--- src/rtl/alu_arbiter.sv ---
// Two-requester arbiter in front of one shared ALU.
// Issues one op, waits a cycle for the result, then holds it for the consumer.
module alu_arbiter #(
  parameter int PRIO_MODE = 0,
  parameter int W         = 16
) (
  input  logic         clk,
  input  logic         rst,
  input  logic         req0_valid,
  input  logic [2:0]   req0_op,
  input  logic [W-1:0] req0_a,
  input  logic [W-1:0] req0_b,
  output logic         req0_ready,
  input  logic         req1_valid,
  input  logic [2:0]   req1_op,
  input  logic [W-1:0] req1_a,
  input  logic [W-1:0] req1_b,
  output logic         req1_ready,
  output logic [2:0]   alu_op,
  output logic [W-1:0] alu_a,
  output logic [W-1:0] alu_b,
  input  logic [W-1:0] alu_result,
  input  logic         alu_zero,
  output logic         rsp_valid,
  input  logic         rsp_ready,
  output logic         rsp_id,
  output logic [W-1:0] rsp_result,
  output logic         rsp_zero,
  output logic         rsp_err
);

  typedef enum logic [1:0] {
    IDLE = 2'd0,
    EXEC = 2'd1,
    RESP = 2'd2
  } state_e;

  state_e       state_q, state_d;
  logic         last_q;
  logic         owner_q;
  logic [2:0]   op_q;
  logic [W-1:0] a_q, b_q;
  logic         rsp_id_q;
  logic [W-1:0] rsp_res_q;
  logic         rsp_zero_q;
  logic         rsp_err_q;

  logic         tie_pick;
  logic         pick;
  logic         open;
  logic         xfer;
  logic [2:0]   sel_op;
  logic [W-1:0] sel_a, sel_b;
  logic         illegal;

  // Ties go to the requester not served last, or always to 0 in fixed mode.
  always_comb begin
    tie_pick = (PRIO_MODE != 0) ? 1'b0 : ~last_q;
    pick     = tie_pick;
    unique case (1'b1)
      req0_valid && !req1_valid: pick = 1'b0;
      req1_valid && !req0_valid: pick = 1'b1;
      default:                   pick = tie_pick;
    endcase
  end

  always_comb begin
    open       = (state_q == IDLE) ||
                 ((state_q == RESP) && rsp_ready);
    req0_ready = open && !pick;
    req1_ready = open && pick;
    xfer       = pick ? (open && req1_valid)
                      : (open && req0_valid);
    sel_op     = pick ? req1_op : req0_op;
    sel_a      = pick ? req1_a  : req0_a;
    sel_b      = pick ? req1_b  : req0_b;
  end

  always_comb begin
    state_d = state_q;
    unique case (state_q)
      IDLE:    if (xfer) state_d = EXEC;
      EXEC:    state_d = RESP;
      RESP: begin
        if (rsp_ready) state_d = xfer ? EXEC : IDLE;
      end
      default: state_d = IDLE;
    endcase
  end

  assign illegal = op_q[2] && op_q[1];

  always_ff @(posedge clk) begin
    if (rst) begin
      state_q    <= IDLE;
      last_q     <= 1'b1;
      owner_q    <= 1'b0;
      op_q       <= '0;
      a_q        <= '0;
      b_q        <= '0;
      rsp_id_q   <= 1'b0;
      rsp_res_q  <= '0;
      rsp_zero_q <= 1'b0;
      rsp_err_q  <= 1'b0;
    end else begin
      state_q <= state_d;
      if (xfer) begin
        op_q    <= sel_op;
        a_q     <= sel_a;
        b_q     <= sel_b;
        owner_q <= pick;
        last_q  <= pick;
      end
      // Illegal ops still reach the ALU; its answer is masked here.
      if (state_q == EXEC) begin
        rsp_id_q   <= owner_q;
        rsp_res_q  <= illegal ? '0 : alu_result;
        rsp_zero_q <= illegal ? 1'b1 : alu_zero;
        rsp_err_q  <= illegal;
      end
    end
  end

  assign alu_op     = op_q;
  assign alu_a      = a_q;
  assign alu_b      = b_q;
  assign rsp_valid  = (state_q == RESP);
  assign rsp_id     = rsp_id_q;
  assign rsp_result = rsp_res_q;
  assign rsp_zero   = rsp_zero_q;
  assign rsp_err    = rsp_err_q;

endmodule

--- config.mk ---
export PLATFORM = sky130hd
export DESIGN_NAME = alu_arbiter
export DESIGN_NICKNAME = d
export VERILOG_FILES = /design/src/rtl/alu_arbiter.sv
export SDC_FILE = /design/constraint.sdc
export NUM_CORES = 1
export LEC_CHECK = 0
export BUFFER_PORTS_ARGS = -buffer_cell sky130_fd_sc_hd__buf_2
export CORE_UTILIZATION = 46
export CTS_BUF_LIST = sky130_fd_sc_hd__clkbuf_8
export CTS_CLUSTER_DIAMETER = 50
export CTS_CLUSTER_SIZE = 25
export DETAILED_ROUTE_END_ITERATION = 8
export GPL_ROUTABILITY_DRIVEN = 0
export PLACE_DENSITY = 0.83
export SLEW_MARGIN = 25
export SYNTH_ARGS = -nofsm -noshare
export SYNTH_HDL_FRONTEND = slang
export SYNTH_SLANG_ARGS = --single-unit
--- constraint.sdc ---
create_clock -name clk -period 2.4 [get_ports clk]
set_clock_uncertainty 0.15 [all_clocks]
set_input_delay 0.48 -clock clk [delete_from_list [all_inputs] [get_ports clk]]
set_output_delay 0.48 -clock clk [all_outputs]
set_load 0.005 [all_outputs]
## Word-level counts from Yosys, hierarchy flattened

Cells that the tools add are included.
W data, S select, Z words.

- Multiplexer cells: 11
- Reductions and logical operators: 14
- Bitwise gates (word level): 1
- Equal/unequal tests: 4

Operators by type and width:

| kind | count |
|---|---|
| $mux W16 | 3 |
| $logic_and A1 B1 Y1 | 8 |
| $pmux W2 S3 | 1 |
| $mux W2 | 2 |
| $logic_not A1 Y1 | 3 |
| $mux W1 | 3 |
| $mux W3 | 1 |
| $eq A2 B1 Y1 const B | 1 |
| $eq A2 B2 Y1 const B | 1 |
| $logic_not A2 Y1 | 1 |
| $ne A2 B1 Y1 const B | 1 |
| $ne A2 B2 Y1 const B | 1 |
| $pmux W1 S2 | 1 |
| $reduce_and A2 Y1 | 1 |
| $logic_or A1 B1 Y1 | 1 |
| $not A1 Y1 | 1 |

- Input port bits: 92
- Bits in registers: 58
- Output and inout bits: 57
- Word-level logic and storage cells: 40

## Logic depth before layout (Yosys ltp)

Gate-level depths: netlist (run 1).

- Depth in word-level cells: 8
- Mapped depth: 7
- Mapped depth without buffers: 5

## Worst setup path before layout (run 1)

OpenSTA, ideal clock, no wires.

- Path kind: in2out
- From: input req0_valid
- To: output req1_ready
- Stages on the path: 6
- Data required time: 1,770 ps
- Buffers on the path: 2
- Arrival time: 1,524 ps
- Setup slack: 246 ps
- Cell sequence: inv_1 -> ha_1 -> or2_1 -> buf_4 -> buf_4 -> a21oi_1

- Word-level cells in the longest chain between the ends: 4
- Elaborated cells between the ends (all ways): 5
- Those cells by class: mux (1); reduce/logical (4)

RTL lines:

| element | line | source |
|---|---|---|
| start, declared | 9 | `input logic req0_valid,` |
| $logic_not A1 Y1 | 62 | `req1_valid && !req0_valid: pick = 1'b1;` |
| $logic_and A1 B1 Y1 | 62 |  |
| $pmux W1 S2 * | 60 | `unique case (1'b1)` |
| $logic_and A1 B1 Y1 * | 71 | `req1_ready = open && pick;` |
| end, declared | 18 | `output logic req1_ready,` |

Mark *: on every way between the ends. The rest lies on a longest branch, timed or not.

## Worst setup path after layout (run 1)

Ends and elaborated chain as after synthesis.

==> results of run 1 <==
## cell usage after synthesis, types with 4 or more instances
cell      count
nand3_1      51
o21ai_1      20
inv_1         5
a31oi_1      37
o21ai_0      17
buf_4         9
buf_2        17
a21oi_1      20
a311oi_1     35
clkbuf_1     11
nand2_1      22
dfxtp_1      58
nor2b_1       4
## final timing paths
check,from,endpoint,slack (ps),cells after the start
worst max register to register,state_q[0],alu_a[14],820,5
worst max-delay path,req0_valid,req1_ready,260,6
worst min-delay path,alu_result[0],rsp_result[0],270,3
worst min register to register,rsp_result[7],rsp_result[7],300,2
## through the flow
stage / setup slack, ps / total power [mW] / util [%]
after floorplan: 246.5 / 1.463 / -
after global placement: 306.5 / 1.687 / 61.64
after detailed placement: 245.1 / 1.702 / 61.64
after CTS: 258.0 / 2.686 / 65.57
after global routing: 199.9 / 2.805 / 65.57
final: 255.4 / 2.673 / 65.57
## state kept, by name, indices dropped and copies added (netlist names)
signal / count
rsp_result: 16
alu_op: 3
state_q: 2
alu_a: 16
alu_b: 16
rsp_zero: 1
owner_q: 1
rsp_err: 1
last_q: 1
rsp_id: 1
## cell type report
cell class                      count  area (um2)
Fill cell                         470        1919
Multi-Input combinational cell    220        1292
Sequential cell                    58        1161
Timing Repair Buffer              164       873.3
Clock buffer                       10       137.6
Tap cell                           72       90.09
Clock inverter                      6       81.33
Inverter                            5       18.77
## critical path, stage by stage
cell and delay, ps:
buf_2 70, inv_1 40, ha_1 360, or2_1 270, a21oi_1 150, buf_2 140
## logic make-up after synthesis
group / count (synthesis)
AOI/OAI and AO/OA: 131
and+or+nand+nor: 87
DFF: 58
buffers and inverters: 46
adders and majority gates: 2
## power by group
part           total [mW]  internal [mW]  switching (mW)
combinational       0.567          0.262           0.305
sequential           1.12           1.06          0.0553
clock               0.987          0.606           0.381
## per-layer routing
| layer | part of all wire, % | global-route usage [%] | up-vias | routed length (um) |
|---|---|---|---|---|
| li1 | - | - | 1503 | - |
| met1 | 42 | 32.04 | 1462 | 3529 |
| met2 | 47 | 45.96 | 196 | 3928 |
| met3 | 9.5 | 6.163 | 12 | 793 |
| met4 | 0.98 | 9.630 | 0 | 82 |
| met5 | 0 | 0 | - | 0 |
==> metrics.txt, run 1 <==
drt drc 0; Num CTS Buffers 9; endpoints failing hold 0; clk slew on worst S/H paths 70 ps; Max FO, Critical Path 6; largest cells by area after synthesis dfxtp_1, a311oi_1, nand3_1; ANT nets after route 0; main combinational cell family by area after synthesis compound AO/OA/AOI/OAI gates; share of post-route cells with drive strength above 1 39.09%; Std-Cell Rows 27; worst hold margin 268.4 ps; sequential share of the synthesized area 43.18%; Mapped Nets 418; RSZ-0062 raised after global routing no; Slew headroom 55.74%; Yosys cell types 24; kind of critical path input pin to primary output; clk_lat worst skew 310 ps; die area 0.006155 mm2; Routed WL per cell 15.58 um; startpoint types input pin; IO Port Bufs 148; most frequent cells in the layout buf_2, dfxtp_1, nand3_1; root buf cell clkbuf_8; final setup vio count 0; Initial Util 48.24%; status complete, no violations; WP data arrival 1510 ps; required time worst endpoint 1770 ps; min-delay worst type input pin to flop; nets@finish 552; # Post-CTS Setup Buffers 0; Hold Buf Count CTS 0; post_cts resized 0; Compound-Gate Fraction of Synth Area 31.46%; final WL 8.335 mm; Lkg Pwr 1.683 nW; initial antenna violation count 0; Iteration-0 DRC Markers 198; max_cap viols 0; Setup crit end kind primary output; setup TNS 0 ps; XOR/XNOR Fraction of Synth Area 0%; fin. max-slew vios 0; number of H-tree levels 3; Tcrit/Tclk final 89.36%; P per Cell Area 731.2 mW/mm2; Placed Cells 519; Antenna Cells 0; die height 78.46 um; #FFs+latches synth 58; P&R area growth vs syn 35.92%; GRT Overall Usage 26.60%; post-synthesis mux area share 0%; vias 3173; Detailed Routing Iterations Pass 1 5; Post-Syn Area 0.002689 mm2; design area 0.003655 mm2; Horiz. Die Dim 78.46 um; maximum vdd drop 0.3657 mV; worst-margin pin slew 663.9 ps; post-DP HPWL 5.598 mm; top-area cell type share of the netlist area 43.18%; Finished Layout Cells 535; area leader, netlist dfxtp_1; vias in the first global route 2907; placed cell areas 0.003436 mm2; Cells after Synth 324; Clock Sink Count 58; Max Clock Freq 0.4663 GHz; Core ar. 0.005574 mm2; TritonCTS clock tree done; ys async rst share 0%; mean post-synth cell area 8.299 um2; total grt overflow 0; post-synthesis simple-gate area fraction 15.68%; largest net degree at the start of global routing 37; Synth Area in Adders 0.9307%; leading cell type in the layout, fill and taps excluded buf_2; Post-synth EDFFs 0; Primary FF master, synth dfxtp_1; vias per cell 5.931; first-pass GRT wire length 13.07 mm; minimum clock period after layout 2145 ps; I/O Pins 149; Max Root-Sink Buffers 2; Ys Warns 0
Power figures use the tool's default switching activity.
==> run 2: changes to the inputs <==
ABC_AREA = 1   (was unset)
CORE_MARGIN = 4   (was unset)
CORE_UTILIZATION = 47   (was 46)
==> run 2 against run 1 <==
Compared with the run above:
- flip-flop and latch count did not move
- highest routed layer unchanged
- critical path type unchanged
- global-route usage fell by 5.0 points
- register-to-register slack improved by 130 ps
- utilization fell by 1.2 points
- design area rose by 3.7%
- critical path depth rose by 1
- die area rose by 20%
- sequential share of layout area fell by 1.1 points
- critical endpoint unchanged
- non-clock buffer count fell by 6
- first-iteration DRC count fell by 61%
==> metrics.txt, run 2 <==
GRT Overall Usage 21.65%; Cells after Synth 424; Horiz. Die Dim 85.86 um; TritonCTS clock tree done; Post-synth EDFFs 0; Core ar. 0.005886 mm2; die height 85.86 um; P&R area growth vs syn 32.98%; largest net degree at the start of global routing 36; top-area cell type share of the netlist area 40.76%; vias per cell 4.792; most frequent cells in the layout buf_2, nand3_1, inv_1; IO Port Bufs 148; Primary FF master, synth dfxtp_1; final WL 7.719 mm; Hold Buf Count CTS 0; post-DP HPWL 5.723 mm; Setup crit end kind primary output; total grt overflow 0; Slew headroom 65.85%; first-pass GRT wire length 12.77 mm; final setup vio count 0; Max Root-Sink Buffers 2; # Post-CTS Setup Buffers 0; Place WS 379.6 ps; min-delay worst type input pin to flop; clk_lat worst skew 320 ps; Iteration-0 DRC Markers 77; status complete, no violations; Routed WL per cell 11.99 um; vias in the first global route 2960; P per Cell Area 667.7 mW/mm2; Initial Util 48.41%; Clock Sink Count 58; area leader, netlist dfxtp_1; Num CTS Buffers 9; ys async rst share 0%; Synth top cells by count nand3_1, inv_1, nand2_1; setup ws final 367.2 ps; worst-margin pin slew 512.2 ps; Antenna Cells 0; post_cts resized 0; fin. max-slew vios 0; leading cell type in the layout, fill and taps excluded buf_2; Tcrit/Tclk final 84.70%; initial antenna violation count 0; Mapped Nets 518; Detailed Routing Iterations Pass 1 4; endpoints failing hold 0; max_cap viols 0; clk slew on worst S/H paths 70 ps; WP data arrival 1400 ps; ANT nets after route 0; CP Cell Sequence buf_2 > inv_1 > ha_1 > inv_2 > nand2_4 > a21oi_1 > buf_2; RSZ-0062 raised after global routing no; largest cells by area after synthesis dfxtp_1, nand3_1, inv_1; number of H-tree levels 3; share of post-route cells with drive strength above 1 31.99%; vias 3086; mean post-synth cell area 6.719 um2; startpoint types input pin; setup TNS 0 ps; max incr delay on CP 350 ps; Ys Warns 0; minimum clock period after layout 2033 ps; I/O Pins 149; most numerous cell in the Yosys netlist nand3_1; Lkg Pwr 2.201 nW; slowest cell on the critical path ha_1; Worst path most repeated cell buf_2; kind of critical path input pin to primary output; drt drc 0; required time worst endpoint 1770 ps; Post-Syn Area 0.002849 mm2; Yosys cell types 18; maximum vdd drop 0.3706 mV; root buf cell clkbuf_8; Max FO, Critical Path 3; die area 0.007371 mm2; Max Clock Freq 0.4919 GHz; Std-Cell Rows 28; nets@finish 659; sequential share of the synthesized area 40.76%; #FFs+latches synth 58
==> run 2: final cells by class <==
cell class	instances	area (um2)
timing repair buffer	158	840.8
inverter	82	307.8
fill	556	2097
tap	75	93.84
clock inverter	4	18.77
multi-input combinational	256	1215
sequential	58	1161
clock buffer	11	151.4
==> run 2: worst max-delay path, delay by kind of cell <==
kind | cells | cell delay [ps]
buffers and inverters | 4 | 360
adders and majority gates | 1 | 350
AOI/OAI and AO/OA | 1 | 140
and+or+nand+nor | 1 | 50
==> run 2: path summary, 6_finish.rpt <==
check	startpoint	to	slack [ps]	depth (start not counted)
worst max-delay path	req0_valid	req1_ready	370	7
worst min-delay path	alu_result[14]	rsp_result[14]	250	3
worst max register to register	state_q[1]	alu_b[11]	950	7
worst min register to register	rsp_result[14]	rsp_result[14]	310	2
==> run 2: logic make-up (layout without fill, tap and decap cells) <==
kind of cell | Yosys count | in the layout | synth area share, %
fa+ha+maj | 2 | 2 | 0.8782
compound gates | 57 | 57 | 10.01
simple gates | 197 | 197 | 31.75
buf+inv | 110 | 255 | 16.60
flops | 58 | 58 | 40.76
==> run 2: stage by stage <==
| stage | power (mW) | instances | hold WS (ps) | area, um2 | util, % |
|---|---|---|---|---|---|
| after floorplan | 1.533 | 424 | 290.3 | 2849 | - |
| after global placement | 1.770 | 629 | 298.1 | 3618 | 61.48 |
| after detailed placement | 1.788 | 629 | 304.4 | 3618 | 61.48 |
| after CTS | 2.558 | 644 | 235.4 | 3789 | 64.37 |
| after global routing | 2.699 | 644 | 233.8 | 3789 | 64.37 |
| final | 2.530 | 644 | 247.7 | 3789 | 64.37 |
==> run 2: report_power, final <==
part	internal, mW	switching (mW)	leakage (nW)
Sequential	1.07	0.0507	0.480
Combinational	0.281	0.364	1.62
Clock	0.415	0.354	0.0961
==> run 2: metal layers <==
layer  track usage (%)  vias to the layer above  wire, um
met5                 0                        -         0
met4             9.353                        0       114
met3             6.436                       11       803
met2             37.29                      129      3594
met1             24.82                     1331      3207
li1                  -                     1615         -
